File: src/rtl/axi4l_lsu_master_if.sv
// AXI4-Lite types and channel bundle shared by masters and slaves.
// Clock and reset travel with the bus so every endpoint sees the same pair.
package axi4l_pkg;
  typedef logic [31:0] addr_t;
  typedef logic [31:0] data_t;
  typedef logic [3:0]  strb_t;
  typedef logic [1:0]  resp_t;
endpackage

interface axi4l_if (
  input logic aclk,
  input logic aresetn
);
  import axi4l_pkg::*;

  addr_t      awaddr;
  logic [2:0] awprot;
  logic       awvalid;
  logic       awready;

  data_t      wdata;
  strb_t      wstrb;
  logic       wvalid;
  logic       wready;

  resp_t      bresp;
  logic       bvalid;
  logic       bready;

  addr_t      araddr;
  logic [2:0] arprot;
  logic       arvalid;
  logic       arready;

  data_t      rdata;
  resp_t      rresp;
  logic       rvalid;
  logic       rready;

  modport master (
    input  aclk, aresetn,
    output awaddr, awprot, awvalid,
    input  awready,
    output wdata, wstrb, wvalid,
    input  wready,
    input  bresp, bvalid,
    output bready,
    output araddr, arprot, arvalid,
    input  arready,
    input  rdata, rresp, rvalid,
    output rready
  );

  modport slave (
    input  aclk, aresetn,
    input  awaddr, awprot, awvalid,
    output awready,
    input  wdata, wstrb, wvalid,
    output wready,
    output bresp, bvalid,
    input  bready,
    input  araddr, arprot, arvalid,
    output arready,
    output rdata, rresp, rvalid,
    input  rready
  );
endinterface

File: src/rtl/axi4l_lsu_master.sv
// Bridges one req/gnt/rvalid core memory port onto an AXI4-Lite master.
// One transaction in flight; AW and W retire independently.
module axi4l_lsu_master
  import axi4l_pkg::*;
#(
  parameter bit ALIGN = 1'b1
) (
  axi4l_if.master axi,
  input  logic    req_i,
  output logic    gnt_o,
  input  logic    we_i,
  input  strb_t   be_i,
  input  addr_t   addr_i,
  input  data_t   wdata_i,
  output logic    rvalid_o,
  output data_t   rdata_o,
  output logic    err_o
);
  typedef enum logic [2:0] {
    IDLE,
    WR,
    WR_B,
    RD_AR,
    RD_R
  } state_t;

  state_t state;
  addr_t  req_addr;
  logic   aw_left;
  logic   w_left;

  assign req_addr = ALIGN ? {addr_i[31:2], 2'b00} : addr_i;
  assign gnt_o    = (state == IDLE) && req_i;

  // a channel stays pending until its own valid&&ready
  assign aw_left  = axi.awvalid && !axi.awready;
  assign w_left   = axi.wvalid && !axi.wready;

  assign axi.awprot = 3'b000;
  assign axi.arprot = 3'b000;

  always_ff @(posedge axi.aclk or negedge axi.aresetn) begin
    if (!axi.aresetn) begin
      state       <= IDLE;
      axi.awaddr  <= '0;
      axi.awvalid <= 1'b0;
      axi.wdata   <= '0;
      axi.wstrb   <= '0;
      axi.wvalid  <= 1'b0;
      axi.bready  <= 1'b0;
      axi.araddr  <= '0;
      axi.arvalid <= 1'b0;
      axi.rready  <= 1'b0;
      rvalid_o    <= 1'b0;
      rdata_o     <= '0;
      err_o       <= 1'b0;
    end else begin
      rvalid_o <= 1'b0;
      unique case (state)
        IDLE: begin
          if (req_i) begin
            if (we_i) begin
              axi.awaddr  <= req_addr;
              axi.wdata   <= wdata_i;
              axi.wstrb   <= be_i;
              axi.awvalid <= 1'b1;
              axi.wvalid  <= 1'b1;
              state       <= WR;
            end else begin
              axi.araddr  <= req_addr;
              axi.arvalid <= 1'b1;
              state       <= RD_AR;
            end
          end
        end
        WR: begin
          axi.awvalid <= aw_left;
          axi.wvalid  <= w_left;
          if (!aw_left && !w_left) begin
            axi.bready <= 1'b1;
            state      <= WR_B;
          end
        end
        WR_B: begin
          if (axi.bvalid) begin
            axi.bready <= 1'b0;
            rvalid_o   <= 1'b1;
            err_o      <= axi.bresp[1];
            state      <= IDLE;
          end
        end
        RD_AR: begin
          if (axi.arready) begin
            axi.arvalid <= 1'b0;
            axi.rready  <= 1'b1;
            state       <= RD_R;
          end
        end
        RD_R: begin
          if (axi.rvalid) begin
            axi.rready <= 1'b0;
            rdata_o    <= axi.rdata;
            err_o      <= axi.rresp[1];
            rvalid_o   <= 1'b1;
            state      <= IDLE;
          end
        end
        default: state <= IDLE;
      endcase
    end
  end
endmodule

File: src/flat_wrapper.sv
// flat-port wrapper written by rule: the top's interface ports become plain ports
module axi4l_lsu_master_flat import axi4l_pkg::*;
#(
  parameter bit ALIGN = 1'b1
)
  (req_i, gnt_o, we_i, be_i, addr_i, wdata_i, rvalid_o, rdata_o, err_o, aclk, aresetn, axi_awaddr, axi_awprot, axi_awvalid, axi_awready, axi_wdata, axi_wstrb, axi_wvalid, axi_wready, axi_bresp, axi_bvalid, axi_bready, axi_araddr, axi_arprot, axi_arvalid, axi_arready, axi_rdata, axi_rresp, axi_rvalid, axi_rready);
  axi4l_if axi_i (.aclk(aclk), .aresetn(aresetn));
  input  logic req_i;
  output logic gnt_o;
  input  logic we_i;
  input  strb_t be_i;
  input  addr_t addr_i;
  input  data_t wdata_i;
  output logic rvalid_o;
  output data_t rdata_o;
  output logic err_o;
  input wire logic aclk;
  input wire logic aresetn;
  output wire logic [$bits(axi_i.awaddr)-1:0] axi_awaddr;
  output wire logic [$bits(axi_i.awprot)-1:0] axi_awprot;
  output wire logic [$bits(axi_i.awvalid)-1:0] axi_awvalid;
  input wire logic [$bits(axi_i.awready)-1:0] axi_awready;
  output wire logic [$bits(axi_i.wdata)-1:0] axi_wdata;
  output wire logic [$bits(axi_i.wstrb)-1:0] axi_wstrb;
  output wire logic [$bits(axi_i.wvalid)-1:0] axi_wvalid;
  input wire logic [$bits(axi_i.wready)-1:0] axi_wready;
  input wire logic [$bits(axi_i.bresp)-1:0] axi_bresp;
  input wire logic [$bits(axi_i.bvalid)-1:0] axi_bvalid;
  output wire logic [$bits(axi_i.bready)-1:0] axi_bready;
  output wire logic [$bits(axi_i.araddr)-1:0] axi_araddr;
  output wire logic [$bits(axi_i.arprot)-1:0] axi_arprot;
  output wire logic [$bits(axi_i.arvalid)-1:0] axi_arvalid;
  input wire logic [$bits(axi_i.arready)-1:0] axi_arready;
  input wire logic [$bits(axi_i.rdata)-1:0] axi_rdata;
  input wire logic [$bits(axi_i.rresp)-1:0] axi_rresp;
  input wire logic [$bits(axi_i.rvalid)-1:0] axi_rvalid;
  output wire logic [$bits(axi_i.rready)-1:0] axi_rready;
  assign axi_awaddr = axi_i.awaddr;
  assign axi_awprot = axi_i.awprot;
  assign axi_awvalid = axi_i.awvalid;
  assign axi_i.awready = axi_awready;
  assign axi_wdata = axi_i.wdata;
  assign axi_wstrb = axi_i.wstrb;
  assign axi_wvalid = axi_i.wvalid;
  assign axi_i.wready = axi_wready;
  assign axi_i.bresp = axi_bresp;
  assign axi_i.bvalid = axi_bvalid;
  assign axi_bready = axi_i.bready;
  assign axi_araddr = axi_i.araddr;
  assign axi_arprot = axi_i.arprot;
  assign axi_arvalid = axi_i.arvalid;
  assign axi_i.arready = axi_arready;
  assign axi_i.rdata = axi_rdata;
  assign axi_i.rresp = axi_rresp;
  assign axi_i.rvalid = axi_rvalid;
  assign axi_rready = axi_i.rready;
  axi4l_lsu_master #(.ALIGN(ALIGN)) u_core (.axi(axi_i), .req_i(req_i), .gnt_o(gnt_o), .we_i(we_i), .be_i(be_i), .addr_i(addr_i), .wdata_i(wdata_i), .rvalid_o(rvalid_o), .rdata_o(rdata_o), .err_o(err_o));
endmodule
File: config.mk
export PLATFORM = sky130hd
export DESIGN_NAME = axi4l_lsu_master_flat
export DESIGN_NICKNAME = d
export VERILOG_FILES = /design/src/rtl/axi4l_lsu_master_if.sv /design/src/rtl/axi4l_lsu_master.sv /design/src/flat_wrapper.sv
export SDC_FILE = /design/constraint.sdc
export NUM_CORES = 1
export LEC_CHECK = 0
export ABC_AREA = 1
export CELL_PAD_IN_SITES_DETAIL_PLACEMENT = 1
export CELL_PAD_IN_SITES_GLOBAL_PLACEMENT = 2
export CORE_MARGIN = 2
export CORE_UTILIZATION = 20
export DETAILED_ROUTE_END_ITERATION = 8
export PLACE_DENSITY = 0.72
export SLEW_MARGIN = 20
export SYNTH_ARGS = -nofsm -noshare
export SYNTH_HDL_FRONTEND = slang
export SYNTH_SLANG_ARGS = --single-unit
export TNS_END_PERCENT = 50
File: constraint.sdc
create_clock -name aclk -period 1.6 [get_ports aclk]
set_clock_uncertainty 0.2 [all_clocks]
set_input_delay 0.24 -clock aclk [delete_from_list [all_inputs] [get_ports aclk]]
set_output_delay 0.24 -clock aclk [all_outputs]
set_load 0.02 [all_outputs]
==> results_tabular.tex <==
\begin{tabular}{lr}
\hline
Metric & Value \\
\hline
\multicolumn{2}{l}{\textbf{Run}} \\
Max-cap violations & 0 \\
\multicolumn{2}{l}{\textbf{Yosys}} \\
Post-synthesis average cell area & 9.05 um2 \\
Area contributors post-synth & dfrtp\_1 (63\%), nand2\_1 (17\%), o21ai\_0 (4.9\%) \\
Yosys warning total & 0 \\
Post-synthesis sequential area ratio & 0.635 \\
Netlist Area Pre-Place & 0.00544 mm2 \\
Post-synthesis cell count & 601 \\
Number of flip-flops and latches in the synthesized netlist & 138 \\
Count of different cell masters after synthesis & 19 \\
Post-synthesis cell type with the largest combined area & dfrtp\_1 \\
Fraction of post-synthesis cell area in the top cell type by area & 0.635 \\
\multicolumn{2}{l}{\textbf{Final layout}} \\
Layout-stage area growth over the synthesis result & 69.0\% \\
Fill cells & 3100 \\
Most common library cell in the layout ignoring fill and taps & nand2\_1 \\
Util after Layout & 0.343 \\
Share of final-layout standard cells stronger than drive strength 1 & 0.146 \\
Nets@finish & 989 \\
Number of non-filler instances in the completed layout & 1231 \\
Most frequent cells in the layout & nand2\_1 (248), dfrtp\_1 (138), clkdlybuf4s50\_1 (107) \\
\multicolumn{2}{l}{\textbf{Pwr}} \\
Post-layout total power & 17.8 mW \\
Seq pwr share & 0.334 \\
Switching power & 7.12 mW \\
Leakage dissipation & 4.64 nW \\
Switch share & 0.399 \\
Internal power & 10.7 mW \\
Power share of the combinational group & 0.431 \\
Worst vdd ir & 0.617 mV \\
Power density over the cells & 1940 mW/mm2 \\
Share of power burned in the clock network & 0.236 \\
\multicolumn{2}{l}{\textbf{Detailed routing}} \\
DRC violations left & 0 \\
Total Wirelength & 20200 um \\
Total number of vias & 4967 \\
Post-detailed-route wirelength per cell & 16.4 um \\
Initial detailed-routing violation count & 139 \\
Post-route antenna net violation count & 0 \\
Initial DRT Pass Iterations & 4 \\
Ratio of routed vias to standard cells & 4.03 \\
\multicolumn{2}{l}{\textbf{Floorplan}} \\
I/O pin count & 259 \\
Initial core utilization & 0.203 \\
Die area & 0.0285 mm2 \\
Die boundary width & 169 um \\
Die outline height & 169 um \\
Std cell rows & 60 \\
Core Region & 0.0268 mm2 \\
\multicolumn{2}{l}{\textbf{Timing}} \\
Maximum operating frequency & 568 MHz \\
Unrepaired setup endpoints after global routing & yes \\
Final hold slack & 0.107 ns \\
Ratio of final minimum period to clock period & 1.10 \\
Final setup violating endpoints & 99 \\
Number of endpoints with negative hold slack in the final report & 0 \\
Count of final max-slew check failures & 0 \\
Worst setup slack after layout & -0.159 ns \\
Minimum clock period & 1.76 ns \\
\multicolumn{2}{l}{\textbf{Setup path}} \\
Capture point of the critical path & gnt\_o \\
Worst setup path startpoint & u\_core.state[1] \\
Peak per-stage delay on the critical path & 0.40 ns \\
Number of cells on the worst reg-to-reg path & 8 \\
Required time of the critical path & 1.16 ns \\
Crit path max fanout & 2 \\
Family of cells with the greatest summed delay on the critical path & flip-flops \\
Crit end category & output pin \\
Worst reg2reg setup slack & -0.14 ns \\
Worst setup path class & reg2out \\
Number of stages on the worst setup path & 4 \\
Critical R2R Launch & u\_core.state[1] \\
Element type at the critical path start & register \\
Crit path arrival time & 1.32 ns \\
Critical R2R Capture & u\_core.axi.wdata[28] \\
List of cells traversed by the critical path & nor3\_4 > nand2\_2 > inv\_2 > buf\_6 \\
Slowest cell on crit path & dfrtp\_1 \\
CP Buf/Inv Count & 2 \\
\multicolumn{2}{l}{\textbf{Place}} \\
Final weighted congestion in routability-driven placement & 0.728 \\
\# placed instances & 1184 \\
Post-placement setup slack & -0.321 ns \\
Placed wire-length estimate & 12800 um \\
Number of port buffers & 244 \\
\multicolumn{2}{l}{\textbf{Global route}} \\
Met1 usage & 0.159 \\
Combined global-route utilization of all metal layers & 0.127 \\
Largest net degree at the start of global routing & 61 \\
Number of global-route vias before repair & 4957 \\
Number of antenna violations at the first check in global routing & 1 \\
GR Util met3 & 0.0542 \\
Most congested layer reported by global routing & met2 \\
Global-route wire length before repair & 28100 um \\
Met2 usage & 0.202 \\
Residual overflow from global routing & 0 \\
\multicolumn{2}{l}{\textbf{Clocking}} \\
Clock tree from TritonCTS & done \\
Number of clock buffers inserted by TritonCTS & 17 \\
Clock tree sinks & 138 \\
Clk slew on worst S/H paths & 0.06 ns \\
Worst-case clock buffer depth & 2 \\
Max H-tree Level & 4 \\
Latest clock arrival within the worst-skew pair & 0.41 ns \\
Root Buffer Master & clkbuf\_16 \\
\multicolumn{2}{l}{\textbf{Outcome}} \\
Result of the run & complete, but fails checks \\
Failing checks & negative setup slack \\
\multicolumn{2}{l}{\textbf{Worst hold path}} \\
Worst hold-check path type & in2async \\
\hline
\end{tabular}
-- cell type report --
| class | instances | area [um2] | area share |
|---|---|---|---|
| Multi-Input combinational cell | 382 | 1670 | 0.182 |
| Clock buffer | 20 | 457 | 0.0497 |
| Clock inverter | 12 | 164 | 0.0178 |
| Timing Repair Buffer | 289 | 2840 | 0.308 |
| Antenna cell | 1 | 2.50 | 0.000272 |
| Sequential cell | 138 | 3450 | 0.376 |
| Inverter | 48 | 180 | 0.0196 |
| Tap cell | 341 | 427 | 0.0464 |
-- sequential cells by signal (all words and copies together) (netlist names) --
signal	count
u_core.axi.araddr	30
u_core.axi.arvalid	1
u_core.axi.awaddr	30
u_core.axi.awvalid	1
u_core.axi.bready	1
u_core.axi.rready	1
u_core.axi.wdata	32
u_core.axi.wstrb	4
u_core.axi.wvalid	1
u_core.err_o	1
u_core.rdata_o	32
u_core.rvalid_o	1
u_core.state	3
-- metal layers --
layer  part of all wire  vias to the layer above
met3              0.076                       13
met1               0.45                     2386
met2               0.47                      158
li1                   -                     2410
met4             0.0090                        0
met5                  0                        -
-- power groups by stage --
stage / clock [mW] / sequential [mW] / combinational, mW
2_1_floorplan: 0 / 7.89 / 1.93
3_3_place_gp: 0 / 5.97 / 8.23
3_5_place_dp: 0 / 6.00 / 8.32
4_1_cts: 4.34 / 5.93 / 7.35
5_1_grt: 4.51 / 6.18 / 8.36
6_report: 4.20 / 5.95 / 7.67
-- repair_timing --
| action | CTS | global route |
|---|---|---|
| endpoints found under the hold margin | 138 | 0 |
| gates cloned | 0 | 12 |
| setup buffers | 1 | 1 |
| endpoints found under the setup margin | 219 | 224 |
| resized for setup | 170 | 165 |
| hold buffers | 1 | 0 |
| pin swaps | 1 | 4 |
-- how the worst min path moves through the flow --
stage / to
after global placement: u_core.rdata_o[13]
after detailed placement: u_core.rdata_o[10]
final: u_core.rdata_o[10]
after CTS: u_core.rdata_o[13]
after global routing: u_core.rdata_o[10]
after floorplan: u_core.axi.araddr[10]
-- cell usage after synthesis --
library cell	instances
nand2_1	249
o21ai_1	12
nand2_2	1
nor3_2	1
dfrtp_1	138
nand3_1	45
conb_1	1
clkbuf_1	17
o21a_1	1
nor2_2	1
o21ai_0	53
nor2_1	4
inv_2	2
buf_4	15
a21oi_1	4
buf_6	3
nand4_1	1
buf_2	7
inv_1	46
-- cell families after synthesis --
logic type,count (synthesis),synth area share
AND/OR/NAND/NOR,302,0.221
flip-flops,138,0.635
buffers and inverters,90,0.0782
AO/OA/AOI/OAI,70,0.0649
other,1,0.000689
-- stage by stage --
stage / setup TNS [ns] / cell area (um2)
floorplan: 0 / 5470
global placement: -13.01 / 8440
detailed placement: -15.25 / 8440
CTS: -5.23 / 8970
global route: -18.35 / 9190
finish: -8.99 / 9190
Power figures use the tool's default switching activity.
